File: config.mk
export PLATFORM = sky130hd
export DESIGN_NAME = pipeline_stall_ctrl
export DESIGN_NICKNAME = d
export VERILOG_FILES = /design/src/rtl/pipeline_stall_ctrl.sv
export SDC_FILE = /design/constraint.sdc
export NUM_CORES = 1
export LEC_CHECK = 0
export BUFFER_PORTS_ARGS = -buffer_cell sky130_fd_sc_hd__buf_4
export CAP_MARGIN = 20
export CORE_MARGIN = 2
export CORE_UTILIZATION = 54
export CTS_CLUSTER_SIZE = 12
export DETAILED_ROUTE_END_ITERATION = 8
export PLACE_DENSITY_LB_ADDON = 0.1
export SLEW_MARGIN = 20
export SYNTH_ARGS = -nofsm -noshare
export SYNTH_HDL_FRONTEND = slang
export SYNTH_SLANG_ARGS = --single-unit
File: constraint.sdc
create_clock -name clk -period 4.2 [get_ports clk]
set_input_delay 0.63 -clock clk [delete_from_list [all_inputs] [get_ports clk]]
set_output_delay 0.63 -clock clk [all_outputs]
set_load 0.05 [all_outputs]
File: src/rtl/pipeline_stall_ctrl.sv
// pipeline_stall_ctrl: ID-stage hazard scheduler merging load-use, mul/div busy and taken-branch flush
module pipeline_stall_ctrl #(
   parameter int MD_LATENCY  = 32,
   parameter int STALL_CNT_W = 16
) (
   input  logic                   clk,
   input  logic                   rst,
   input  logic [4:0]             ID_rs,
   input  logic [4:0]             ID_rt,
   input  logic                   ID_IsMD,
   input  logic                   ID_ReadsHiLo,
   input  logic                   EX_MemRead,
   input  logic [4:0]             EX_WriteReg,
   input  logic                   EX_BranchTaken,
   output logic                   PCWr,
   output logic                   IFIDWrite,
   output logic                   IFIDFlush,
   output logic                   IDEXClearCtrl,
   output logic                   MD_Start,
   output logic                   MD_Busy,
   output logic [STALL_CNT_W-1:0] StallCnt
);
   localparam int CNT_W = $clog2(MD_LATENCY + 1);
   typedef enum logic {MD_IDLE, MD_RUN} md_state_t;
   md_state_t md_state_q, md_state_d;
   logic [CNT_W-1:0] md_cnt_q, md_cnt_d;
   logic [STALL_CNT_W-1:0] stall_cnt_q, stall_cnt_d;
   logic flush, lu, mdh, hold, stall, start;
   always_comb begin
      flush = EX_BranchTaken;
      lu    = EX_MemRead && (EX_WriteReg != 5'd0) && (EX_WriteReg == ID_rs || EX_WriteReg == ID_rt);
      mdh   = (md_state_q == MD_RUN) && (ID_IsMD || ID_ReadsHiLo);
      hold  = mdh || lu;
      stall = hold && !flush && !rst;
      start = !rst && !flush && !hold && ID_IsMD && (md_state_q == MD_IDLE);
      PCWr          = !rst && !stall;
      IFIDWrite     = !rst && !stall;
      IFIDFlush     = !rst && flush;
      IDEXClearCtrl = !rst && (flush || hold);
      MD_Start      = start;
      MD_Busy       = !rst && (md_state_q == MD_RUN);
      StallCnt      = stall_cnt_q;
   end
   // The counter reaching 1 marks the last busy cycle; a branch never aborts a running op.
   always_comb begin
      md_state_d  = md_state_q;
      md_cnt_d    = md_cnt_q;
      stall_cnt_d = (stall && !(&stall_cnt_q)) ? stall_cnt_q + 1'b1 : stall_cnt_q;
      if (md_state_q == MD_IDLE) begin
         md_state_d = start ? MD_RUN : MD_IDLE;
         md_cnt_d   = start ? CNT_W'(MD_LATENCY) : md_cnt_q;
      end else begin
         md_state_d = (md_cnt_q == CNT_W'(1)) ? MD_IDLE : MD_RUN;
         md_cnt_d   = (md_cnt_q == CNT_W'(1)) ? '0 : md_cnt_q - CNT_W'(1);
      end
   end
   always_ff @(posedge clk) begin
      if (rst) begin
         md_state_q  <= MD_IDLE;
         md_cnt_q    <= '0;
         stall_cnt_q <= '0;
      end else begin
         md_state_q  <= md_state_d;
         md_cnt_q    <= md_cnt_d;
         stall_cnt_q <= stall_cnt_d;
      end
   end
endmodule

==> results.cfg, run 1 <==
[clock_network]
cts_resized = 0
cts.sinks = 23
cts_root_buf = clkbuf_4
ctsHoldBuffers = 0
ctsLongestPathBuffers = 2
cts_made_buffers = 3
clk_latency_ps = 300
cts_tree = yes
clk_pin_slew_worst_paths_ps = 130
cts_max_level = 1
cts_setup_buffers = 0

[worst_setup_path]
rr_worst_depth = 7
end_kind = output port
r2r_end = StallCnt[1]
critical_path_arrival_ps = 2130
crit_end = MD_Start
critPathMaxStageDelay_ps = 550
worstPathCellList = buf_4 > or4_1 > o21ai_2 > or2_1 > nand4_1 > inv_1 > buf_4
r2r_setup_slack_ps = 2110
start_kind = input pin
reg2reg_from = StallCnt[0]
worstSetupStartpoint = EX_WriteReg[1]
cp_max_fo = 3
cpMostUsedCell = buf_4
required_ps = 3570
slowest_stage = or4_1
critical_path_class = in -> out

[hold_path]
hold_class = reg -> reg
min_path_cells = 1

[yosys]
avgSynthCellArea_um2 = 8.28
synth_enable_flop_cells = 0
ys.flop_type = dfxtp_1
synthCells = 163
ys_top_cells_by_area = dfxtp_1, xnor2_1, or3_1, a21oi_1, nand3_1
synth_top_area_cell = dfxtp_1
yosysTopAreaCellShare_pct = 34.1
syn_nets = 187
async_reset_ff_share_pct = 0
synth_seq_area_share_pct = 34.1
synthDistinctLibCells = 42
ys_ff_latch = 23
yosysWarningCount = 0
synthesis.area_um2 = 1350

[finish]
final_cells = 233
drive_above_1_share_pct = 25.6
num_antenna_cells = 0
design_area_um2 = 1690
area_growth_pct = 25.1
fill_cells = 213
fin_nets = 228

[place]
port_buffers = 42
place_congestion = 0.738
place_inst = 229
hpwl_um = 2420
post_dp_cell_area_um2 = 1660

[floorplanning]
start_util_pct = 55.5
row_count = 18
ios = 43
core-area_um2 = 2430
dieArea_um2 = 2920
fp.dieH_um = 54
die_x_um = 54

[route]
routed_wl_um = 3160
wl_met2_um = 1580
wl_met3_um = 185
wl_per_cell_um = 13.5
drc = 0
vias = 1375
top_layer_used = met4
wl_met1_um = 1370
postRouteAntennaNets = 0
drt_iter0_markers = 21
drt-pass1-iter-count = 4
vias_per_cell = 5.90

[sta]
hold_viol = 0
tightest_slew_ps = 509
timing.fmax_ghz = 0.363
fin_crit_ps = 2760
fin_crit_sh_pct = 65.6
setup_viol = 0
timing.hold.ws_ps = 509
drv_slew = 0
clock_skew_ps = 5.05
slew-limit-headroom_pct = 65.7
rsz0062_at_grt = false
tns_ps = 0

[power_and_ir_drop]
ir_drop_mv = 0.266
p_int_uw = 321
p_leak_uw = 0.000698
p_per_area_nw_per_um2 = 277
power_switching_uw = 147
pwr-share-comb_pct = 25.9
total_power_uw = 468
clkPwrFrac_pct = 21.6
power_frac_seq_pct = 52.5
switching_share_pct = 31.4

[grt]
antenna_found_initial = 0
grt_pass1_wl_um = 4820
grt_max_degree = 25
grt_overflow = 0
grt_usage_pct = 22.0
grt_pass1_vias = 1141

[flow_run]
cap_violations = 0

[status]
status = completed
-- power by group through the flow --
stage               Sequential, uW  Combinational (uW)  Clock, uW
global placement               249                 115          0
detailed placement             250                 121          0
finish                         246                 121        101
global route                   247                 131        115
CTS                            245                 121        105
floorplan                      249                83.9          0
-- state kept, by name, indices dropped and copies added (netlist names) --
| signal | flops |
|---|---|
| StallCnt | 16 |
| md_cnt_q | 6 |
| md_state_q | 1 |
-- synthesized netlist by cell type, types with 4 or more instances --
cell type and number:
or3_1 9, xnor2_1 12, o21ai_0 10, and3_1 5, dfxtp_1 23, a21oi_1 11, or4_1 4, nand2_1 10
inv_1 9, nand3_1 10, nor2_1 12
-- worst min-delay path by stage --
stage	from	end	slack [ps]
floorplan	md_cnt_q[4]	md_cnt_q[4]	450
global placement	md_cnt_q[4]	md_cnt_q[4]	470
global route	md_cnt_q[1]	md_cnt_q[1]	530
CTS	md_cnt_q[1]	md_cnt_q[1]	510
finish	md_cnt_q[1]	md_cnt_q[1]	510
detailed placement	md_cnt_q[4]	md_cnt_q[4]	490
-- critical path: cells and delay by family --
kind                   cells  cell delay (ps)
AND/OR/NAND/NOR            3              910
buffers and inverters      3              390
AO/OA/AOI/OAI              1              180
-- area by class of cell --
type                            count  area, um2  area share, %
Sequential cell                    23        460           27.3
Tap cell                           30       37.5           2.22
Clock buffer                        3       22.5           1.33
Timing Repair Buffer               42        315           18.7
Multi-Input combinational cell    125        815           48.2
Clock inverter                      1       5.00          0.296
Inverter                            9       33.8           2.00
-- placed cells by master, fill, tap and decap left out, drive strengths merged, types with 2 or more instances in the layout --
cell     Yosys  routed
nor2b        2       2
nand2b       2       2
or4          4       4
nand4        2       2
xnor2       12      12
o31ai        3       3
o2bb2ai      2       2
dfxtp       23      23
o22a         2       2
mux2i        2       2
clkbuf       3       3
nand2       11      11
nor3         2       2
nand3       10      10
buf          3      42
and3         6       6
or3          9       9
inv          9       9
a21oi       11      11
nor2        12      12
o21ai       13      13
nor4b        3       3
ha           3       3
-- metrics by stage --
stage	utilization, %	setup WS, ps
6_report	69.4	1440
2_1_floorplan	-	978
5_1_grt	69.4	1330
4_1_cts	69.4	1440
3_3_place_gp	68.3	1490
3_5_place_dp	68.3	1440
-- cells by family (layout without fill, tap and decap cells) --
kind of cell | count (synthesis) | after routing | share of synthesized area, %
and+or+nand+nor | 66 | 66 | 26.9
DFF | 23 | 23 | 34.1
xor gates and xnor gates | 13 | 13 | 8.43
muxes | 3 | 3 | 2.32
AOI/OAI and AO/OA | 40 | 40 | 19.9
adders and majority gates | 3 | 3 | 2.78
buffers and inverters | 15 | 55 | 5.56
-- per-layer routing --
| metal | global-route usage, % | vias to the layer above |
|---|---|---|
| li1 | - | 671 |
| met1 | 27.0 | 661 |
| met2 | 39.8 | 41 |
| met3 | 3.89 | 2 |
| met4 | 5.00 | 0 |
| met5 | 0 | - |
No activity file was read; power rests on OpenSTA's default activity.
==> run 2, diff against run 1 <==
ABC_AREA = 1   (was unset)
CORE_UTILIZATION = 53   (was 54)
clock period = 2.75 ns   (was 4.2 ns; I/O delays follow)
==> run 2 against run 1 <==
Net effect: register-to-register slack got worse by 1100 ps; count of clock-buffer cells in the layout unchanged; flip-flop and latch count unchanged; highest routed layer unchanged; area after synthesis grew 22%; sequential power rose by 42%; die area up 22%; critical path depth grew 4; non-clock buffer count increased by 1; routed wire length up 8.1%; core utilization shrank 3.4 points; total power increased by 43%.
==> results.cfg, run 2 <==
[status]
status = completed

[sta]
hold_viol = 0
fin_crit_sh_pct = 79.0
clock_skew_ps = 4.98
slew-limit-headroom_pct = 75.0
drv_slew = 0
setup_slack_ps = 579
tns_ps = 0
setup_viol = 0
rsz0062_at_grt = false
timing.fmax_ghz = 0.461
fin_crit_ps = 2170
tightest_slew_ps = 375

[grt]
grt_pass1_wl_um = 5730
antenna_found_initial = 0
grt_usage_pct = 20.9
grt.met2_usage_pct = 33.4
grt_pass1_vias = 1307
busiest_layer = met2
grt_max_degree = 19
met1_usage_pct = 27.6
grt_overflow = 0
use_met3_pct = 3.90

[worst_setup_path]
worstPathCellList = buf_4 > inv_1 > nand4_1 > o21ai_0 > inv_1 > nand2_1 > nand2_2 > nand2_1 > nand2_1 > inv_1 > buf_4
required_ps = 2340
end_kind = output port
reg2reg_from = StallCnt[0]
critical_path_arrival_ps = 1760
start_kind = input pin
worstSetupStartpoint = EX_WriteReg[1]
critPathMaxStageDelay_ps = 230
slowest_stage = nand2_1
cp_max_fo = 12
critical_path_class = in -> out

[finish]
drive_above_1_share_pct = 21.9
fin_nets = 317
area_growth_pct = 20.6
multi_input_area_um2 = 961
largest_reg_flops = 16
fill_cells = 293
design_area_um2 = 1980
layout_commonest_cell = nand2_1
final_cells = 325
layout_common_cells = nand2_1, inv_1, buf_4, nor2_1, dfxtp_1
num_antenna_cells = 0
seqCellArea_um2 = 460

[clock_network]
cts_setup_buffers = 0
cts_tree = yes
clk_pin_slew_worst_paths_ps = 130
cts_max_level = 1
cts_root_buf = clkbuf_4
clk_latency_ps = 320
ctsLongestPathBuffers = 2
cts_resized = 0
ctsHoldBuffers = 0
cts_made_buffers = 3
cts.sinks = 23

[route]
wl_per_cell_um = 10.5
postRouteAntennaNets = 0
drc = 0
vias_per_cell = 4.90
routed_wl_um = 3410
vias = 1593
drt-pass1-iter-count = 4
drt_iter0_markers = 79

[yosys]
ys_ff_latch = 23
synth_common_cells = nand2_1, inv_1, nor2_1
synth_enable_flop_cells = 0
yosysWarningCount = 0
synth_seq_area_share_pct = 28.0
ys.flop_type = dfxtp_1
avgSynthCellArea_um2 = 6.52
yosysMostFrequentCell = nand2_1
synthDistinctLibCells = 28
async_reset_ff_share_pct = 0
syn_nets = 276
synthCells = 252
yosysTopAreaCellShare_pct = 28.0
ys_top_cells_by_area = dfxtp_1, nand2_1, inv_1, nor2_1, nand3_1
synthesis.area_um2 = 1640
synth_top_area_cell = dfxtp_1

[place]
place_inst = 321
post_dp_cell_area_um2 = 1950
place_ws_ps = 555
place_congestion = 0.830
port_buffers = 42
hpwl_um = 2580

[floorplanning]
dieArea_um2 = 3560
ios = 43
fp.dieH_um = 59.7
die_x_um = 59.7
row_count = 20
start_util_pct = 54.7
core-area_um2 = 3000

[hold_path]
hp-start = rst
hold_class = in -> reg

[flow_run]
cap_violations = 0

[power_and_ir_drop]
p_leak_uw = 0.000956
ir_drop_mv = 0.183
p_per_area_nw_per_um2 = 337
run 2: worst paths after layout:
path                            slack (ps)            to  cells after the start
worst max-delay path                   580     IFIDWrite                     11
worst min-delay path                   400   StallCnt[3]                      2
worst max register to register        1000  StallCnt[13]                     10
worst min register to register         510   md_cnt_q[1]                      2
run 2: logic make-up (layout without fill, tap and decap cells):
family                     count (synthesis)  after routing  share of synthesized area (%)
AOI/OAI and AO/OA                         28             28                           10.1
xor gates and xnor gates                  14             14                           7.46
adders and majority gates                  3              3                           2.29
buffers and inverters                     52             92                           13.5
DFF                                       23             23                           28.0
and+or+nand+nor                          132            132                           38.7
run 2: layer usage:
layer	wire (um)	part of all wire, %	vias to the layer above
met5	0	0	-
met4	52	1.5	0
met3	145	4.3	5
met1	1610	47	691
li1	-	-	869
met2	1600	47	28
run 2: report_power, final:
group          switching (uW)  leakage (uW)  internal [uW]
Combinational            91.1      0.000753           61.5
Sequential               7.80      0.000186            342
Clock                     110     0.0000177           54.6
Total                     209      0.000956            458
run 2: area by class of cell:
cell class,instances,share of cell area (%)
repair buffers,43,16.3
well taps,33,2.08
flip-flops and latches,23,23.2
multi-input cells,177,48.5
inverters,45,8.52
clock inverters,1,0.253
clock buffers,3,1.14
run 2: critical path, delay by kind of cell:
kind	cells	cell delay, ps
compound gates	1	150
simple gates	5	670
buf+inv	5	520
run 2: stage by stage:
stage          hold WS, ps  util (%)  total power (uW)
2_1_floorplan          469         -               465
3_3_place_gp           484      65.1               509
3_5_place_dp           490      65.1               511
4_1_cts                394      66.0               675
5_1_grt                390      66.0               707
6_report               399      66.0               667
==> run 3, diff against run 2 <==
CORE_UTILIZATION = 47   (was 53)
clock period = 1.9 ns   (was 2.75 ns; I/O delays follow)
==> run 3 against run 2 <==
Net effect: flip-flop and latch count did not move; critical path depth did not move; count of clock-buffer cells in the layout did not move; combinational power rose by 50%; worst setup slack got worse by 360 ps; largest power group unchanged; largest cell class unchanged; core utilization fell by 4.7 points; clock skew fell by 1.3 ps; die area rose by 12%; clock power rose by 46%; sequential share of layout area fell by 0.60 points; total power rose by 46%.
==> results.cfg, run 3 (synthesis gave the netlist of run 2 again) <==
[sta]
setup_viol = 0
tightest_slew_ps = 354
timing.fmax_ghz = 0.595
tns_ps = 0
clock_skew_ps = 3.69
slew-limit-headroom_pct = 76.4
fin_crit_ps = 1680
hold_viol = 0
fin_crit_sh_pct = 88.5
drv_slew = 0
rsz0062_at_grt = false

[route]
vias = 1629
drt_iter0_markers = 83
postRouteAntennaNets = 0
routed_wl_um = 3620
drt-pass1-iter-count = 4
vias_per_cell = 4.74
drc = 0
wl_per_cell_um = 10.5

[clock_network]
ctsHoldBuffers = 0
clk_latency_ps = 330
cts_root_buf = clkbuf_4
cts_setup_buffers = 0
cts.sinks = 23
cts_tree = yes
clk_pin_slew_worst_paths_ps = 130
cts_made_buffers = 3
cts_resized = 0
ctsLongestPathBuffers = 2
cts_max_level = 1

[floorplanning]
ios = 43
row_count = 21
die_x_um = 63.1
fp.dieH_um = 63.1
core-area_um2 = 3340
start_util_pct = 49.2
dieArea_um2 = 3980

[worst_setup_path]
critPathMaxStageDelay_ps = 190
critical_path_class = in -> out
required_ps = 1620
critical_path_arrival_ps = 1400
end_kind = output port
slowest_stage = buf_4
worstPathCellList = buf_4 > inv_1 > nand4_1 > o21ai_0 > inv_1 > nand2_1 > nand2_2 > nand2_1 > nand2_1 > inv_1 > buf_4
cp_max_fo = 3
start_kind = input pin

[power_and_ir_drop]
power_switching_uw = 307
p_leak_uw = 0.000987
p_int_uw = 669
total_power_uw = 976
ir_drop_mv = 0.316
pwr-share-comb_pct = 23.5
power_frac_seq_pct = 51.8
clkPwrFrac_pct = 24.7
p_per_area_nw_per_um2 = 477
switching_share_pct = 31.5

[grt]
grt_max_degree = 19
antenna_found_initial = 0
grt_pass1_vias = 1504
grt_usage_pct = 20.0
grt_pass1_wl_um = 6440
grt_overflow = 0

[flow_run]
cap_violations = 0

[hold_path]
hold_class = in -> reg

[place]
hpwl_um = 2810
place_congestion = 0.845
port_buffers = 42
place_inst = 340
post_dp_cell_area_um2 = 2020

[finish]
area_growth_pct = 24.5
layout_commonest_cell = nand2_1
fill_cells = 333
fin_nets = 323
layout_common_cells = nand2_1, buf_4, inv_1, nor2_1, dfxtp_1
design_area_um2 = 2050
num_antenna_cells = 0
final_cells = 344
largest_reg_flops = 16
seqCellArea_um2 = 463
drive_above_1_share_pct = 24.2
multi_input_area_um2 = 961

[status]
status = completed
[run 3: cell count changes in the layout (fill, tap and decap cells not counted), sizes merged]
cell  before  now
buf       43   49
[run 3: cell type report]
| class | count | area share, % |
|---|---|---|
| Timing Repair Buffer | 49 | 18.0 |
| Inverter | 45 | 8.26 |
| Tap cell | 46 | 2.81 |
| Clock inverter | 1 | 0.245 |
| Clock buffer | 3 | 1.10 |
| Multi-Input combinational cell | 177 | 47.0 |
| Sequential cell | 23 | 22.6 |
[run 3: worst max-delay path, delay by kind of cell]
kind	cells	cell delay (ps)
buf+inv	5	530
simple gates	5	420
compound gates	1	170
[run 3: path summary, 6_finish.rpt]
check                           slack, ps  depth (start not counted)            from           end
worst max-delay path                  220                         11  EX_WriteReg[1]          PCWr
worst min-delay path                  260                          2             rst  StallCnt[14]
worst max register to register        260                          9     StallCnt[0]  StallCnt[13]
worst min register to register        500                          2     md_cnt_q[4]   md_cnt_q[4]
[run 3: metrics by stage]
step,util [%],setup WS (ps),hold slack (ps)
floorplan,-,17.8,469
CTS,61.3,201,249
detailed placement,60.5,209,491
global placement,60.5,199,487
finish,61.3,218,261
global route,61.3,67.8,262
[run 3: power by group through the flow]
| stage | logic, uW | clock network, uW | registers, uW |
|---|---|---|---|
| 6_report | 230 | 241 | 506 |
| 4_1_cts | 231 | 257 | 506 |
| 3_3_place_gp | 228 | 0 | 517 |
| 5_1_grt | 260 | 269 | 508 |
| 2_1_floorplan | 154 | 0 | 519 |
| 3_5_place_dp | 230 | 0 | 517 |
[run 3: per-layer routing]
metal	global-route usage, %	wire length [um]	vias to the layer above
met5	0	0	-
met4	8.61	60	0
met3	4.11	190	5
met2	33.6	1670	35
met1	24.8	1700	711
li1	-	-	878
